<file path="config.mk">
export PLATFORM = sky130hd
export DESIGN_NAME = pwm_multi_ch_deadtime
export DESIGN_NICKNAME = d
export VERILOG_FILES = /design/src/rtl/pwm_multi_ch_deadtime.sv
export SDC_FILE = /design/constraint.sdc
export NUM_CORES = 1
export LEC_CHECK = 0
export CELL_PAD_IN_SITES_DETAIL_PLACEMENT = 0
export CELL_PAD_IN_SITES_GLOBAL_PLACEMENT = 1
export CORE_MARGIN = 4
export CORE_UTILIZATION = 41
export DETAILED_ROUTE_END_ITERATION = 8
export PLACE_DENSITY = 0.84
export SLEW_MARGIN = 40
export SYNTH_ARGS = -nofsm -noshare
export SYNTH_HDL_FRONTEND = slang
export SYNTH_SLANG_ARGS = --single-unit
</file>
<file path="constraint.sdc">
create_clock -name clk_dev -period 3 [get_ports clk_dev]
set_input_delay 0.45 -clock clk_dev [delete_from_list [all_inputs] [get_ports clk_dev]]
set_output_delay 0.45 -clock clk_dev [all_outputs]
set_load 0.02 [all_outputs]
</file>
<file path="src/rtl/pwm_multi_ch_deadtime.sv">
// N-channel complementary PWM generator with per-channel dead time and double-buffered settings.
// Define PWM_FAULT_EN to build the fault input synchroniser and gate-shutdown latch.
module pwm_multi_ch_deadtime #(
  parameter int CH   = 3,
  parameter int DW   = 15,
  parameter int DT_W = 8
) (
  input  logic              clk_dev,
  input  logic              reset,
  input  logic              enable,
  input  logic [DW-1:0]     period,
  input  logic [CH*DW-1:0]  duty,
  input  logic [DT_W-1:0]   dead_time,
  input  logic              center_mode,
  input  logic              update,
`ifdef PWM_FAULT_EN
  input  logic              fault_in,
  input  logic              fault_clr,
`endif
  output logic [CH-1:0]     pwm_p,
  output logic [CH-1:0]     pwm_n,
  output logic              period_end,
  output logic              update_ack,
  output logic              fault_active
);

  typedef enum logic {DIR_UP = 1'b0, DIR_DOWN = 1'b1} dir_e;

  typedef struct packed {
    logic [DW-1:0]    per;
    logic [CH*DW-1:0] duty;
    logic [DT_W-1:0]  dt;
    logic             cm;
  } cfg_t;

  cfg_t            act_q, act_d, shd_q, shd_d;
  logic            pend_q, pend_d;
  logic [DW-1:0]   cnt_q, cnt_d;
  dir_e            dir_q, dir_d;
  logic [CH-1:0]   raw;
  logic [CH-1:0]   tgt_q, tgt_d;
  logic [CH-1:0]   live_q, live_d;
  logic [CH-1:0]   p_q, p_d;
  logic [CH-1:0]   n_q, n_d;
  logic [DT_W-1:0] dcnt_q [CH];
  logic [DT_W-1:0] dcnt_d [CH];
  logic            boundary;
  logic            apply;
  logic            fault_block;

  // Carrier boundary: top of the sawtooth, or the valley of the triangle.
  always_comb begin
    boundary   = act_q.cm ? (cnt_q == '0) : (cnt_q >= act_q.per);
    period_end = reset & enable & boundary;
    apply      = reset & pend_q & (period_end | ~enable);
    update_ack = apply;
  end

  // NOTE: every signal gets a default at the top of the block so no path leaves it unassigned (no latch).
  always_comb begin
    cnt_d = cnt_q;
    dir_d = dir_q;
    if (!enable) begin
      cnt_d = '0;
      dir_d = DIR_UP;
    end else if (!act_q.cm) begin
      dir_d = DIR_UP;
      cnt_d = (cnt_q >= act_q.per) ? '0 : cnt_q + 1'b1;
    end else if (dir_q == DIR_UP) begin
      if (cnt_q >= act_q.per) begin
        // Turn around without repeating the peak; P<=1 degenerates to 0/1 toggling or a held 0.
        if (act_q.per <= DW'(1)) begin
          cnt_d = '0;
          dir_d = DIR_UP;
        end else begin
          cnt_d = act_q.per - 1'b1;
          dir_d = DIR_DOWN;
        end
      end else begin
        cnt_d = cnt_q + 1'b1;
      end
    end else begin
      if (cnt_q <= DW'(1)) begin
        cnt_d = '0;
        dir_d = DIR_UP;
      end else begin
        cnt_d = cnt_q - 1'b1;
      end
    end
  end

  // A later strobe overwrites the shadow; an apply and a new strobe in one cycle keep pending set.
  always_comb begin
    act_d  = act_q;
    shd_d  = shd_q;
    pend_d = pend_q;
    if (apply) begin
      act_d  = shd_q;
      pend_d = 1'b0;
    end
    if (update) begin
      shd_d  = cfg_t'{period, duty, dead_time, center_mode};
      pend_d = 1'b1;
    end
  end

  // Dead-time path: a raw edge (or the first enabled cycle) forces both gates off for dt cycles.
  always_comb begin
    for (int i = 0; i < CH; i++) begin
      raw[i]    = act_q.duty[i*DW +: DW] > cnt_q;
      tgt_d[i]  = raw[i];
      live_d[i] = 1'b1;
      dcnt_d[i] = dcnt_q[i];
      p_d[i]    = 1'b0;
      n_d[i]    = 1'b0;
      if (!enable || fault_block) begin
        tgt_d[i]  = 1'b0;
        live_d[i] = 1'b0;
        dcnt_d[i] = '0;
      end else if (!live_q[i] || (raw[i] != tgt_q[i])) begin
        if (act_q.dt == '0) begin
          p_d[i]    = raw[i];
          n_d[i]    = ~raw[i];
          dcnt_d[i] = '0;
        end else begin
          dcnt_d[i] = act_q.dt - 1'b1;
        end
      end else if (dcnt_q[i] != '0) begin
        dcnt_d[i] = dcnt_q[i] - 1'b1;
      end else begin
        p_d[i] = tgt_q[i];
        n_d[i] = ~tgt_q[i];
      end
    end
  end

  // NOTE: sequential state uses non-blocking assignments so all flops update from pre-edge values.
  always_ff @(posedge clk_dev) begin
    if (!reset) begin
      act_q  <= '0;
      shd_q  <= '0;
      pend_q <= 1'b0;
      cnt_q  <= '0;
      dir_q  <= DIR_UP;
      tgt_q  <= '0;
      live_q <= '0;
      p_q    <= '0;
      n_q    <= '0;
      // NOTE: the dead counters are control state, not data storage, so the array is reset.
      for (int i = 0; i < CH; i++) dcnt_q[i] <= '0;
    end else begin
      act_q  <= act_d;
      shd_q  <= shd_d;
      pend_q <= pend_d;
      cnt_q  <= cnt_d;
      dir_q  <= dir_d;
      tgt_q  <= tgt_d;
      live_q <= live_d;
      p_q    <= p_d;
      n_q    <= n_d;
      for (int i = 0; i < CH; i++) dcnt_q[i] <= dcnt_d[i];
    end
  end

  assign pwm_p = p_q;
  assign pwm_n = n_q;

`ifdef PWM_FAULT_EN
  logic [1:0] fsync_q, fsync_d;
  logic       flt_q, flt_d;

  // A live synchronised fault wins over a clear request.
  always_comb begin
    fsync_d = {fsync_q[0], fault_in};
    flt_d   = flt_q;
    if (fault_clr && !fsync_q[1]) flt_d = 1'b0;
    if (fsync_q[1]) flt_d = 1'b1;
  end

  always_ff @(posedge clk_dev) begin
    if (!reset) begin
      fsync_q <= '0;
      flt_q   <= 1'b0;
    end else begin
      fsync_q <= fsync_d;
      flt_q   <= flt_d;
    end
  end

  // Gating on the synchroniser output too saves a cycle versus waiting for the latch.
  assign fault_block  = fsync_q[1] | flt_q;
  assign fault_active = flt_q;
`else
  assign fault_block  = 1'b0;
  assign fault_active = 1'b0;
`endif

endmodule

</file>
# After elaboration in Yosys (flattened, before gate mapping)
# Memory sizes are Yosys's and may differ from the RTL's.
# Cells that the tools add are included.
[classes]
n_mux = 47
bitwise_logic = 15
n_addsub = 7
shifts = 0
reduce_logical = 14
multipliers = 0
n_lt_le_gt_ge = 6
div = 0
eq_ne = 3
[op_table]
columns = ["cell", "n"]
rows = [
  ["$mux W8", 13],
  ["$mux W15", 6],
  ["$gt A15 B15 Y1", 3],
  ["$sub A8 B1 Y8 const B", 4],
  ["$le A15 B1 Y1 const B", 2],
  ["$sub A15 B1 Y15 const B", 2],
  ["$mux W1", 28],
  ["$reduce_bool A8 Y1", 3],
  ["$add A15 B1 Y15 const B", 1],
  ["$ge A15 B15 Y1", 1],
  ["$logic_not A15 Y1", 1],
  ["$logic_not A8 Y1", 1],
  ["$not A1 Y1", 7],
  ["$and A1 B1 Y1", 4],
  ["$or A1 B1 Y1", 4],
  ["$logic_not A1 Y1", 3],
  ["$logic_or A1 B1 Y1", 3],
  ["$ne A1 B1 Y1", 3],
  ["$reduce_and A3 Y1", 1],
  ["$reduce_and A2 Y1", 1],
  ["$reduce_bool A2 Y1", 1],
]
[totals]
mem_count = 1
inputBits = 73
word_cells = 108
latchBits = 0
regBits = 165
mem_bits_rw = 24
rom_bits = 0
[mem_list]
columns = ["name", "depth", "width", "read_ports", "rd_clocked_by_memory_dff", "wr", "line", "rtl"]
rows = [
  ["dcnt_q", 3, 8, 3, 0, 3, "45", "logic [DT_W-1:0] dcnt_q [CH];"],
]

# Logic depth before layout (Yosys ltp)
# Gate-level depths: netlist of run 1.
[logic_depth]
depth_word = 7
depth_mapped = 11
depth_no_buf = 8

# Worst setup path after synthesis of run 1
# OpenSTA, ideal clock, no wires.
[synth_timing]
path_kind = "register -> output"
startpoint = "register cnt_q[10]"
endpoint = "output update_ack"
path_buffers = 3
t_required_ns = 2.550
path_stages_with_launch = 10
setup_slack_ns = -0.032
t_arrival_ns = 2.582
cell_sequence = "dfxtp_1 buf_6 or4_4 or4_4 or3_4 o21ai_4 o2bb2ai_2 buf_12 buf_12 and2_1"
[synth_via]
elab_chain_cells = 5
[synth_rtl]
columns = ["item", "line", "rtl"]
rows = [
  ["start, declared", "38", "logic [DW-1:0] cnt_q, cnt_d;"],
  ["start signal, assigned", "155", "cnt_q <= cnt_d;"],
  ["$ge A15 B15 Y1 / $logic_not A15 Y1 (equally long branches)", "53", "boundary = act_q.cm ? (cnt_q == '0) : (cnt_q >= act_q.per);"],
  ["$mux W1 (*)", "53", ""],
  ["$and A1 B1 Y1 (*)", "54", "period_end = reset & enable & boundary;"],
  ["$or A1 B1 Y1 (*)", "55", "apply = reset & pend_q & (period_end | ~enable);"],
  ["$and A1 B1 Y1 (*)", "55", ""],
  ["end, declared", "23", "output logic update_ack,"],
]
# Mark *: on every way between the ends. The rest lies on a longest branch, timed or not.

# Worst setup path after layout of run 1
[layout_timing]
startpoint = "register cnt_q[11]"
endpoint = "output update_ack"
# The elaborated chain is that of the path after synthesis.

==> out/metrics.yaml, run 1 <==
timing:
  setup_violations: 1
  fin_skew_ps: 11.5
  whs_ps: 392
  worst_pin_slew_ps: 822
  slew_headroom: 0.450
  fin_crit_sh: 1.04
  setup_ws_ps: -108
  max_freq_mhz: 322
  min_period_ps: 3110
  maxSlewViolCount: 0
  finalSetupTns_ps: -108
  hold_viol: 0
  rsz0062_at_grt: "yes"
floorplan:
  rows: 57
  start_util: 0.415
  core_area_um2: 24200
  die_h_um: 165
  die-area_um2: 27100
  die_w_um: 165
  io_pins: 82
outcome:
  failed_checks: "setup timing"
  run_status: "finished with violations"
power:
  max-vdd-ir-drop_mv: 0.345
  p_leak_nw: 4.92
  powerDensity_nw_per_um2: 546
route:
  dr.pass1.iters: 5
  num_vias: 8072
  wl_mm: 24.1
  viasPerCell: 5.12
  ant_nets: 0
  drc: 0
  wl_per_cell_um: 15.3
  drtIter0Drc: 468
grt:
  grt_max_degree: 71
  grt_pass1_vias: 8022
  met3_usage: 0.0332
  gr-usage-all-layers: 0.183
  grt_pass1_wl_mm: 39.8
  use_met2: 0.315
  grt_remaining_overflow: 0
  grt.busiest_layer: "met2"
  grtUsageMet1: 0.237
  antenna_found_initial: 0
cells_and_area:
  multi_input_area_um2: 5790
  num-fill-cells: 2279
  areaGrowthSynthToFinish_pct: 18.9
  final_cell_mix: "nand2_1 (192), dfxtp_1 (188), mux2i_1 (146)"
  fin_nets: 1383
  n_antenna_cell: 0
  seq_area_um2: 3780
  drive_above_1_share: 0.0998
  layout_commonest_cell: "nand2_1"
  fin_area_um2: 12000
setup_path:
  end_kind: "output port"
  critPathRequiredTime_ps: 2550
  critPathLaunchType: "flip-flop"
  crit_top_cell: "or4_4"
  cp_data_arrival_time_ps: 2660
  cp_cell_sequence: "or4_4, or4_4, or3_4, o21ai_4, o2bb2ai_4, and2_4, buf_6"
  max_stage_delay_ps: 530
  worstPathMaxFanout: 2
  crit_slowest_cell: "or4_4"
  crit_type: "flip-flop to output port"
synth:
  syn_area_um2: 10100
  ys_ff_latch: 189
  synthArstFlopShare: 0
  synth.distinct_cells: 56
  synthFlopType: "dfxtp_1"
  synth_fp_nets: 1279
  syn-instance-count: 1135
  seq_area_frac_synth: 0.376
  yosysWarnings: 0
  synth_edf_count: 0
  synth.avg_cell_area_um2: 8.86
place:
  gp_congestion: 0.840
  dp_hpwl_mm: 17.8
  dpl_cell_area_um2: 11400
  io_buffers: 80
  preCtsSetupSlack_ps: -192
cts:
  cts.root.buffer_cell: "clkbuf_16"
  cts_tree: "done"
  cts_made_buffers: 17
  clkTransAtPathRegs_ps: 70
  clk-insertion-delay-late_ps: 440
  clkSinkCount: 189
  cts_buffer_depth: 2
  htreeDepth: 4
hold_path:
  hold_class: "input pin to flip-flop"
flow_run:
  maxCapViolations: 0
layout make-up:
type / count / area share
Clock buffer: 21 / 0.0385
Clock inverter: 11 / 0.00921
Inverter: 48 / 0.0151
Multi-Input combinational cell: 848 / 0.484
Sequential cell: 189 / 0.317
Tap cell: 324 / 0.0339
Timing Repair Buffer: 135 / 0.102
what timing repair did:
item | 4_1_cts | 5_1_grt
pin swaps | 2 | 1
buffers inserted | 1 | 0
hold buffers | 0 | 0
setup endpoints to repair | 3 | 47
resized for setup | 12 | 7
endpoints found under the hold margin | 0 | 0
synth_stat cells, types with 8 or more instances:
library cell / count / share of area
nand2_1: 192 / 0.072
dfxtp_1: 189 / 0.38
mux2i_1: 146 / 0.15
nor2_1: 126 / 0.047
ha_1: 71 / 0.088
xnor2_1: 50 / 0.044
inv_1: 47 / 0.018
clkbuf_1: 30 / 0.011
nand3_1: 28 / 0.014
a21oi_1: 27 / 0.013
nor3_1: 26 / 0.013
o21ai_0: 22 / 0.011
mux2_2: 19 / 0.021
nand4_1: 18 / 0.011
a211oi_1: 15 / 0.011
or3_1: 13 / 0.0081
buf_1: 9 / 0.0034
buf_12: 8 / 0.016
through the flow:
stage               cells  total power, W   util
floorplan            1135         0.00391      -
global placement     1543         0.00435  0.468
detailed placement   1543         0.00437  0.468
CTS                  1576         0.00658  0.493
global route         1576         0.00687  0.493
finish               1576         0.00652  0.493
registers in the layout, summed over array words and instances (netlist names):
signal,count
cnt_q,15
shd_q,69
tgt_q,3
dcnt_q,24
pwm_p,3
pwm_n,3
act_q,69
dir_q,1
live_q,1
pend_q,1
layer usage:
layer	up-vias	wire length, um	part of all wire
met5	-	0	0
met4	0	375	0.016
met3	30	1030	0.043
met2	145	11600	0.48
met1	3776	11100	0.46
li1	4121	-	-
worst paths after layout:
kind	from	endpoint	slack [ps]	cells after the start
setup / recovery	cnt_q[11]	update_ack	-110	7
setup reg to reg	cnt_q[2]	dcnt_q[0][5]	180	11
hold reg to reg	shd_q[20]	act_q[20]	460	2
hold / removal	reset	pend_q	390	2
cell families (layout without fill, tap and decap cells):
group	Yosys count	after routing	synth area share
AO/OA/AOI/OAI	102	102	0.0677
XOR/XNOR	57	57	0.0497
adder cells (fa/ha/maj)	71	71	0.0884
buffers and inverters	98	215	0.0508
flip-flops	189	189	0.376
multiplexers	165	165	0.167
other	1	1	0.000373
AND/OR/NAND/NOR	452	452	0.200
critical path, delay by kind of cell, from the launching register on:
| family | cells | cell delay, ps |
|---|---|---|
| and+or+nand+nor | 4 | 1490 |
| DFF | 1 | 320 |
| buffers and inverters | 1 | 110 |
| AOI/OAI and AO/OA | 2 | 310 |
where the power goes:
group | switching (W) | internal, W | leakage (nW) | total (W)
combinational | 0.000846 | 0.000725 | 3.11 | 0.00157
sequential | 0.0000982 | 0.00265 | 1.54 | 0.00275
clock | 0.00100 | 0.00120 | 0.270 | 0.00220
total | 0.00195 | 0.00458 | 4.92 | 0.00652
No activity file was read; power rests on OpenSTA's default activity.
==> run 2, diff against run 1 <==
--- a/config.mk
+++ b/config.mk
@@ -8,9 +8,9 @@
 export CELL_PAD_IN_SITES_DETAIL_PLACEMENT = 0
 export CELL_PAD_IN_SITES_GLOBAL_PLACEMENT = 1
 export CORE_MARGIN = 4
-export CORE_UTILIZATION = 41
+export CORE_UTILIZATION = 48
 export DETAILED_ROUTE_END_ITERATION = 8
-export PLACE_DENSITY = 0.84
+export PLACE_DENSITY = 0.92
 export SLEW_MARGIN = 40
 export SYNTH_ARGS = -nofsm -noshare
 export SYNTH_HDL_FRONTEND = slang
==> constraint.sdc (replaced) <==
create_clock -name clk_dev -period 3.6 [get_ports clk_dev]
set_input_delay 0.54 -clock clk_dev [delete_from_list [all_inputs] [get_ports clk_dev]]
set_output_delay 0.54 -clock clk_dev [all_outputs]
set_load 0.02 [all_outputs]
==> out/metrics.yaml, run 2 (synthesized netlist as in run 1, its figures left out) <==
setup_path:
  crit_type: "flip-flop to output port"  # unchanged
  worstPathMaxFanout: 6  # was 2
  worst-path-stages: 7  # unchanged
  cp_data_arrival_time_ps: 2910  # was 2660 ps
  rr_startpoint: "cnt_q[12]"  # was cnt_q[2]
  critPathBufInv: 1  # unchanged
  end_kind: "output port"  # unchanged
  crit_slowest_cell: "or4_1"  # was or4_4
  r2r_cells: 7  # was 11
  crit_path_start: "cnt_q[5]"  # was cnt_q[11]
  cp_cell_sequence: "or4_1, or3_1, or3_4, o21ai_4, o2bb2ai_4, and2_1, clkbuf_2"  # was or4_4, or4_4, or3_4, o21ai_4, o2bb2ai_4, and2_4, buf_6
  r2r_setup_slack_ps: 590  # was 180 ps
  cp_top_family: "simple AND/OR/NAND/NOR gates"  # unchanged
  critPathRequiredTime_ps: 3060  # was 2550 ps
  max_stage_delay_ps: 620  # was 530 ps
  critPathLaunchType: "flip-flop"  # unchanged
  r2r-end: "dcnt_q[0][10]"  # was dcnt_q[0][5]
  crit_end: "update_ack"  # unchanged
cts:
  post_cts_buffers: 0  # was 1
  cts_tree: "done"  # unchanged
  cts_made_buffers: 17  # unchanged
  clkTransAtPathRegs_ps: 70  # about the same
  htreeDepth: 4  # unchanged
  clk-insertion-delay-late_ps: 450  # was 440 ps
  cts_buffer_depth: 2  # unchanged
  hold_buffers: 0  # unchanged
  cts.root.buffer_cell: "clkbuf_16"  # unchanged
  clkSinkCount: 189  # unchanged
hold_path:
  hold_class: "flip-flop to flip-flop"  # was input pin to flip-flop
power:
  clkPwrFrac: 0.348  # was 0.337
  pwr-share-seq: 0.421  # was 0.422
  p_leak_nw: 4.78  # was 4.92 nW
  p_int_w: 0.00378  # was 0.00458 W
  p_switching_w: 0.00167  # was 0.00195 W
  switching_share: 0.306  # was 0.299
  pwr-share-comb: 0.231  # was 0.241
  max-vdd-ir-drop_mv: 0.299  # was 0.345 mV
  powerDensity_nw_per_um2: 469  # was 546 nW/um^2
place:
  dp_hpwl_mm: 16.3  # was 17.8 mm
  gp_congestion: 0.878  # was 0.840
  io_buffers: 80  # unchanged
timing:
  hold_viol: 0  # unchanged
  rsz0062_at_grt: "no"  # was yes
  slew_headroom: 0.480  # was 0.450
  finalSetupTns_ps: 0  # was -108 ps
  fin_crit_sh: 0.959
  setup_violations: 0  # was 1
  worst_pin_slew_ps: 779  # was 822 ps
  fin_skew_ps: 14.5  # was 11.5 ps
  min_period_ps: 3450
  max_freq_mhz: 290
  maxSlewViolCount: 0  # unchanged
flow_run:
  maxCapViolations: 0  # unchanged
route:
  drtIter0Drc: 408  # was 468
  wl_mm: 22.7  # was 24.1 mm
  wl_per_cell_um: 15.2  # was 15.3 um
  dr.pass1.iters: 4  # was 5
  drc: 0  # unchanged
  num_vias: 7907  # was 8,072
  viasPerCell: 5.32  # was 5.12
  ant_nets: 0  # unchanged
grt:
  antenna_found_initial: 0  # unchanged
  grt_max_degree: 84  # was 71
  grt_pass1_vias: 7748  # was 8,022
  grt_remaining_overflow: 0  # unchanged
  gr-usage-all-layers: 0.196  # was 0.183
  grt_pass1_wl_mm: 38.1  # was 39.8 mm
cells_and_area:
  fin_nets: 1348  # was 1,383
  fin_util: 0.569  # was 0.493
  n_antenna_cell: 0  # unchanged
  layout_commonest_cell: "nand2_1"  # unchanged
  drive_above_1_share: 0.0707  # was 0.0998
  num-fill-cells: 1863  # was 2,279
  reg.largest.list: "act_q x69, shd_q x69, dcnt_q x24"  # unchanged
  areaGrowthSynthToFinish_pct: 15.7  # was 18.9%
  final_cell_mix: "nand2_1 (192), dfxtp_1 (189), mux2i_1 (146)"  # was nand2_1 (192), dfxtp_1 (188), mux2i_1 (146)
  multi_input_area_um2: 5770  # was 5790 um^2
  seq_area_um2: 3780  # about the same
floorplan:
  die-area_um2: 23300  # was 27,100 um^2
  die_h_um: 153  # was 165 um
  rows: 52  # was 57
  start_util: 0.492  # was 0.415
  core_area_um2: 20400  # was 24,200 um^2
  io_pins: 82  # unchanged
  die_w_um: 153  # was 165 um
outcome:
  run_status: "complete, no violations"  # was finished with violations
-- run 2: cell types whose count changed in the layout (fill, tap and decap cells not counted), moves of 2 or more --
cell,delta
buf_6,-2
inv_6,+3
inv_8,+3
buf_4,-35
clkinv_4,-2
clkbuf_1,-2
-- run 2: worst register-to-register path, cell delays in order, from the launching register on --
cell and delay (ps):
dfxtp_1 510, inv_1 230, ha_1 350, nand4_1 140, nor4_1 650, or3_1 210, nand4_1 400, mux2_2 420
-- run 2: worst min-delay path by stage --
stage / start / end / slack [ps] / cells past startpoint
2_1_floorplan: act_q[24] / act_q[24] / 430 / 2
3_3_place_gp: act_q[9] / act_q[9] / 450 / 2
3_5_place_dp: shd_q[5] / act_q[5] / 450 / 2
4_1_cts: shd_q[50] / act_q[50] / 460 / 2
5_1_grt: shd_q[43] / act_q[43] / 480 / 2
6_report: shd_q[7] / act_q[7] / 460 / 2
-- run 2: metal layers --
layer  wire (um)  GRT usage  vias up  part of all wire
met2       10700      0.330      165              0.47
met1       10700      0.257     3677              0.47
met3         901     0.0406       27             0.040
li1            -          -     4038                 -
met5           0          0        -                 0
met4         357     0.0539        0             0.016
-- run 2: metrics by stage --
step | cell area [um^2] | total power, W | setup slack [ps] | hold WS (ps) | std cells
global placement | 11000 | 0.00358 | 194 | 447 | 1455
floorplan | 10100 | 0.00326 | 478 | 435 | 1135
CTS | 11600 | 0.00550 | 1.80 | 464 | 1487
finish | 11600 | 0.00545 | 147 | 457 | 1487
detailed placement | 11000 | 0.00359 | 190 | 451 | 1455
global route | 11600 | 0.00572 | 43.6 | 481 | 1487
-- run 2: repair_timing --
| action | 4_1_cts | 5_1_grt |
|---|---|---|
| cloned | 0 | 0 |
| gates resized for setup | 2 | 2 |
| endpoints found under the setup margin | 1 | 2 |
-- run 2: area by class of cell --
class / count / share of cell area
inverters: 48 / 0.0155
clock buffers: 18 / 0.0378
repair buffers: 100 / 0.0836
well taps: 270 / 0.0290
multi-input cells: 848 / 0.496
clock inverters: 14 / 0.0127
flip-flops and latches: 189 / 0.325
-- run 2: power by group through the flow --
stage | clock (W) | sequential, W | combinational [W]
4_1_cts | 0.00194 | 0.00229 | 0.00126
3_3_place_gp | 0 | 0.00234 | 0.00124
2_1_floorplan | 0 | 0.00233 | 0.000930
5_1_grt | 0.00201 | 0.00231 | 0.00140
3_5_place_dp | 0 | 0.00234 | 0.00125
6_report | 0.00190 | 0.00229 | 0.00126
==> run 3, diff against run 2 <==
--- a/config.mk
+++ b/config.mk
@@ -10,6 +10,7 @@
 export CORE_MARGIN = 4
 export CORE_UTILIZATION = 48
 export DETAILED_ROUTE_END_ITERATION = 8
+export GPL_TIMING_DRIVEN = 0
 export PLACE_DENSITY = 0.92
 export SLEW_MARGIN = 40
 export SYNTH_ARGS = -nofsm -noshare
==> out/metrics.yaml, run 3 (synthesized netlist as in run 1, its figures left out) <==
cts:
  hold_buffers: 0  # unchanged
  cts_buffer_depth: 2  # unchanged
  cts_tree: "done"  # unchanged
  cts_made_buffers: 17  # unchanged
  clkTransAtPathRegs_ps: 70  # about the same
  clkSinkCount: 189  # unchanged
  cts.root.buffer_cell: "clkbuf_16"  # unchanged
  clk-insertion-delay-late_ps: 430  # was 450 ps
  htreeDepth: 4  # unchanged
route:
  viasPerCell: 5.36  # was 5.32
  ant_nets: 0  # unchanged
  drc: 0  # unchanged
  drtIter0Drc: 426  # was 408
  num_vias: 8134  # was 7,907
  wl_mm: 24.1  # was 22.7 mm
  wl_per_cell_um: 15.9  # was 15.2 um
  dr.pass1.iters: 5  # was 4
setup_path:
  critPathRequiredTime_ps: 3060  # about the same
  cp_cell_sequence: "buf_2, or4_4, or3_4, or3_4, o21ai_4, o2bb2ai_2, buf_12, buf_12, and2_1, buf_4"  # was or4_1, or3_1, or3_4, o21ai_4, o2bb2ai_4, and2_1, clkbuf_2
  crit_type: "flip-flop to output port"  # unchanged
  end_kind: "output port"  # unchanged
  cp_top_family: "simple AND/OR/NAND/NOR gates"  # unchanged
  worstPathMaxFanout: 10  # was 6
  r2r_cells: 8  # was 7
  crit_slowest_cell: "or4_4"  # was or4_1
  cp_data_arrival_time_ps: 3090  # was 2910 ps
  r2r-end: "dcnt_q[0][20]"  # was dcnt_q[0][10]
  critPathLaunchType: "flip-flop"  # unchanged
  critPathBufInv: 4  # was 1
  max_stage_delay_ps: 520  # was 620 ps
  worst-path-stages: 10  # was 7
  r2r_setup_slack_ps: 250  # was 590 ps
  rr_startpoint: "cnt_q[8]"  # was cnt_q[12]
cells_and_area:
  n_antenna_cell: 0  # unchanged
  final_cell_mix: "nand2_1 (192), dfxtp_1 (188), mux2i_1 (146)"  # was nand2_1 (192), dfxtp_1 (189), mux2i_1 (146)
  fin_util: 0.576  # was 0.569
  layout_commonest_cell: "nand2_1"  # unchanged
  fin_area_um2: 11800  # was 11,600 um^2
  fin_nets: 1378  # was 1,348
  areaGrowthSynthToFinish_pct: 17.0  # was 15.7%
  drive_above_1_share: 0.0674  # was 0.0707
  reg.largest.list: "act_q x69, shd_q x69, dcnt_q x24"  # unchanged
hold_path:
  holdPathStages: 2  # unchanged
  hold_class: "flip-flop to flip-flop"  # unchanged
  hold_path_end: "act_q[60]"  # was act_q[7]
  worstHoldStart: "act_q[60]"  # was shd_q[7]
grt:
  grt_remaining_overflow: 0  # unchanged
  grt_max_degree: 17  # was 84
  antenna_found_initial: 0  # unchanged
  gr-usage-all-layers: 0.207  # was 0.196
  grt_pass1_wl_mm: 39.6  # was 38.1 mm
  grt_pass1_vias: 7975  # was 7,748
floorplan:
  io_pins: 82  # unchanged
  die_h_um: 153  # unchanged
  rows: 52  # unchanged
  die_w_um: 153  # unchanged
  core_area_um2: 20400  # unchanged
  start_util: 0.492  # unchanged
  die-area_um2: 23300  # unchanged
power:
  max-vdd-ir-drop_mv: 0.320  # was 0.299 mV
  powerDensity_nw_per_um2: 461  # was 469 nW/um^2
  p_leak_nw: 4.78  # about the same
place:
  gp_congestion: 0.881  # was 0.878
  preCtsSetupSlack_ps: -178  # was 190 ps
  dpl_cell_area_um2: 11200  # was 11,000 um^2
  io_buffers: 78  # was 80
  dp_hpwl_mm: 18.3  # was 16.3 mm
timing:
  fin_crit_sh: 1.01  # was 0.959
  setup_violations: 1  # was 0
  maxSlewViolCount: 0  # unchanged
  whs_ps: 460  # was 457 ps
  slew_headroom: 0.450  # was 0.480
  setup_ws_ps: -26.1  # was 147 ps
  max_freq_mhz: 276  # was 290 MHz
  min_period_ps: 3630  # was 3450 ps
  hold_viol: 0  # unchanged
  rsz0062_at_grt: "yes"  # was no
  worst_pin_slew_ps: 817  # was 779 ps
  fin_skew_ps: 7.70  # was 14.5 ps
outcome:
  failed_checks: "setup timing"
  run_status: "finished with violations"  # was complete, no violations
flow_run:
  maxCapViolations: 0  # unchanged
## run 3: cell count changes in the layout (fill, tap and decap cells not counted), moves of 2 or more
cell,previous run,this run
inv_6,5,2
clkbuf_1,0,30
buf_4,19,3
clkinv_2,0,3
buf_2,0,2
buf_1,0,9
inv_8,3,1
buf_12,2,8
## run 3: how the worst max path moves through the flow
stage	startpoint	end	slack (ps)
2_1_floorplan	cnt_q[10]	update_ack	480
3_3_place_gp	cnt_q[2]	update_ack	-170
3_5_place_dp	cnt_q[2]	update_ack	-180
4_1_cts	cnt_q[10]	update_ack	-50
5_1_grt	cnt_q[2]	update_ack	-130
6_report	cnt_q[2]	update_ack	-30
## run 3: final cells by class
class,instances,area [um^2]
buffer,50,333
clock buffer,20,447
clock inverter,12,113
fill,1882,8660
inverter,48,180
multi-input combinational,848,5780
sequential,189,3780
tap,270,338
timing repair buffer,80,790
## run 3: power by group
part	internal (W)	switching, W
Combinational	0.000582	0.000714
Clock	0.000978	0.000848
Sequential	0.00221	0.0000871
## run 3: worst register-to-register path, stage by stage, from the launching register on
cell	delay [ps]
dfxtp_1	340
clkbuf_1	300
inv_1	220
ha_1	340
nand4_1	110
nor4_1	730
or3_1	220
nand4_1	500
mux2_2	480
## run 3: metal layers
metal  track usage  share of wire  vias to the layer above  wire, um
met2         0.353           0.48                      155     11500
met5             0              0                        -         0
met3        0.0375          0.041                       36       989
met1         0.270           0.46                     3826     11000
met4        0.0590          0.022                        0       526
li1              -              -                     4117         -
## run 3: stage by stage
step           setup TNS [ps]  power [W]  std cells
3_3_place_gp             -208    0.00360       1483
2_1_floorplan               0    0.00326       1135
4_1_cts                 -50.8    0.00545       1517
3_5_place_dp             -220    0.00362       1484
6_report                -26.1    0.00542       1517
5_1_grt                  -131    0.00569       1517
## run 3: repair_timing
item                                    4_1_cts  5_1_grt
endpoints found under the setup margin        2        7
buffers inserted                              1        0
pin swaps                                     0        2
hold endpoints to repair                      0        0
resized for setup                            13        1
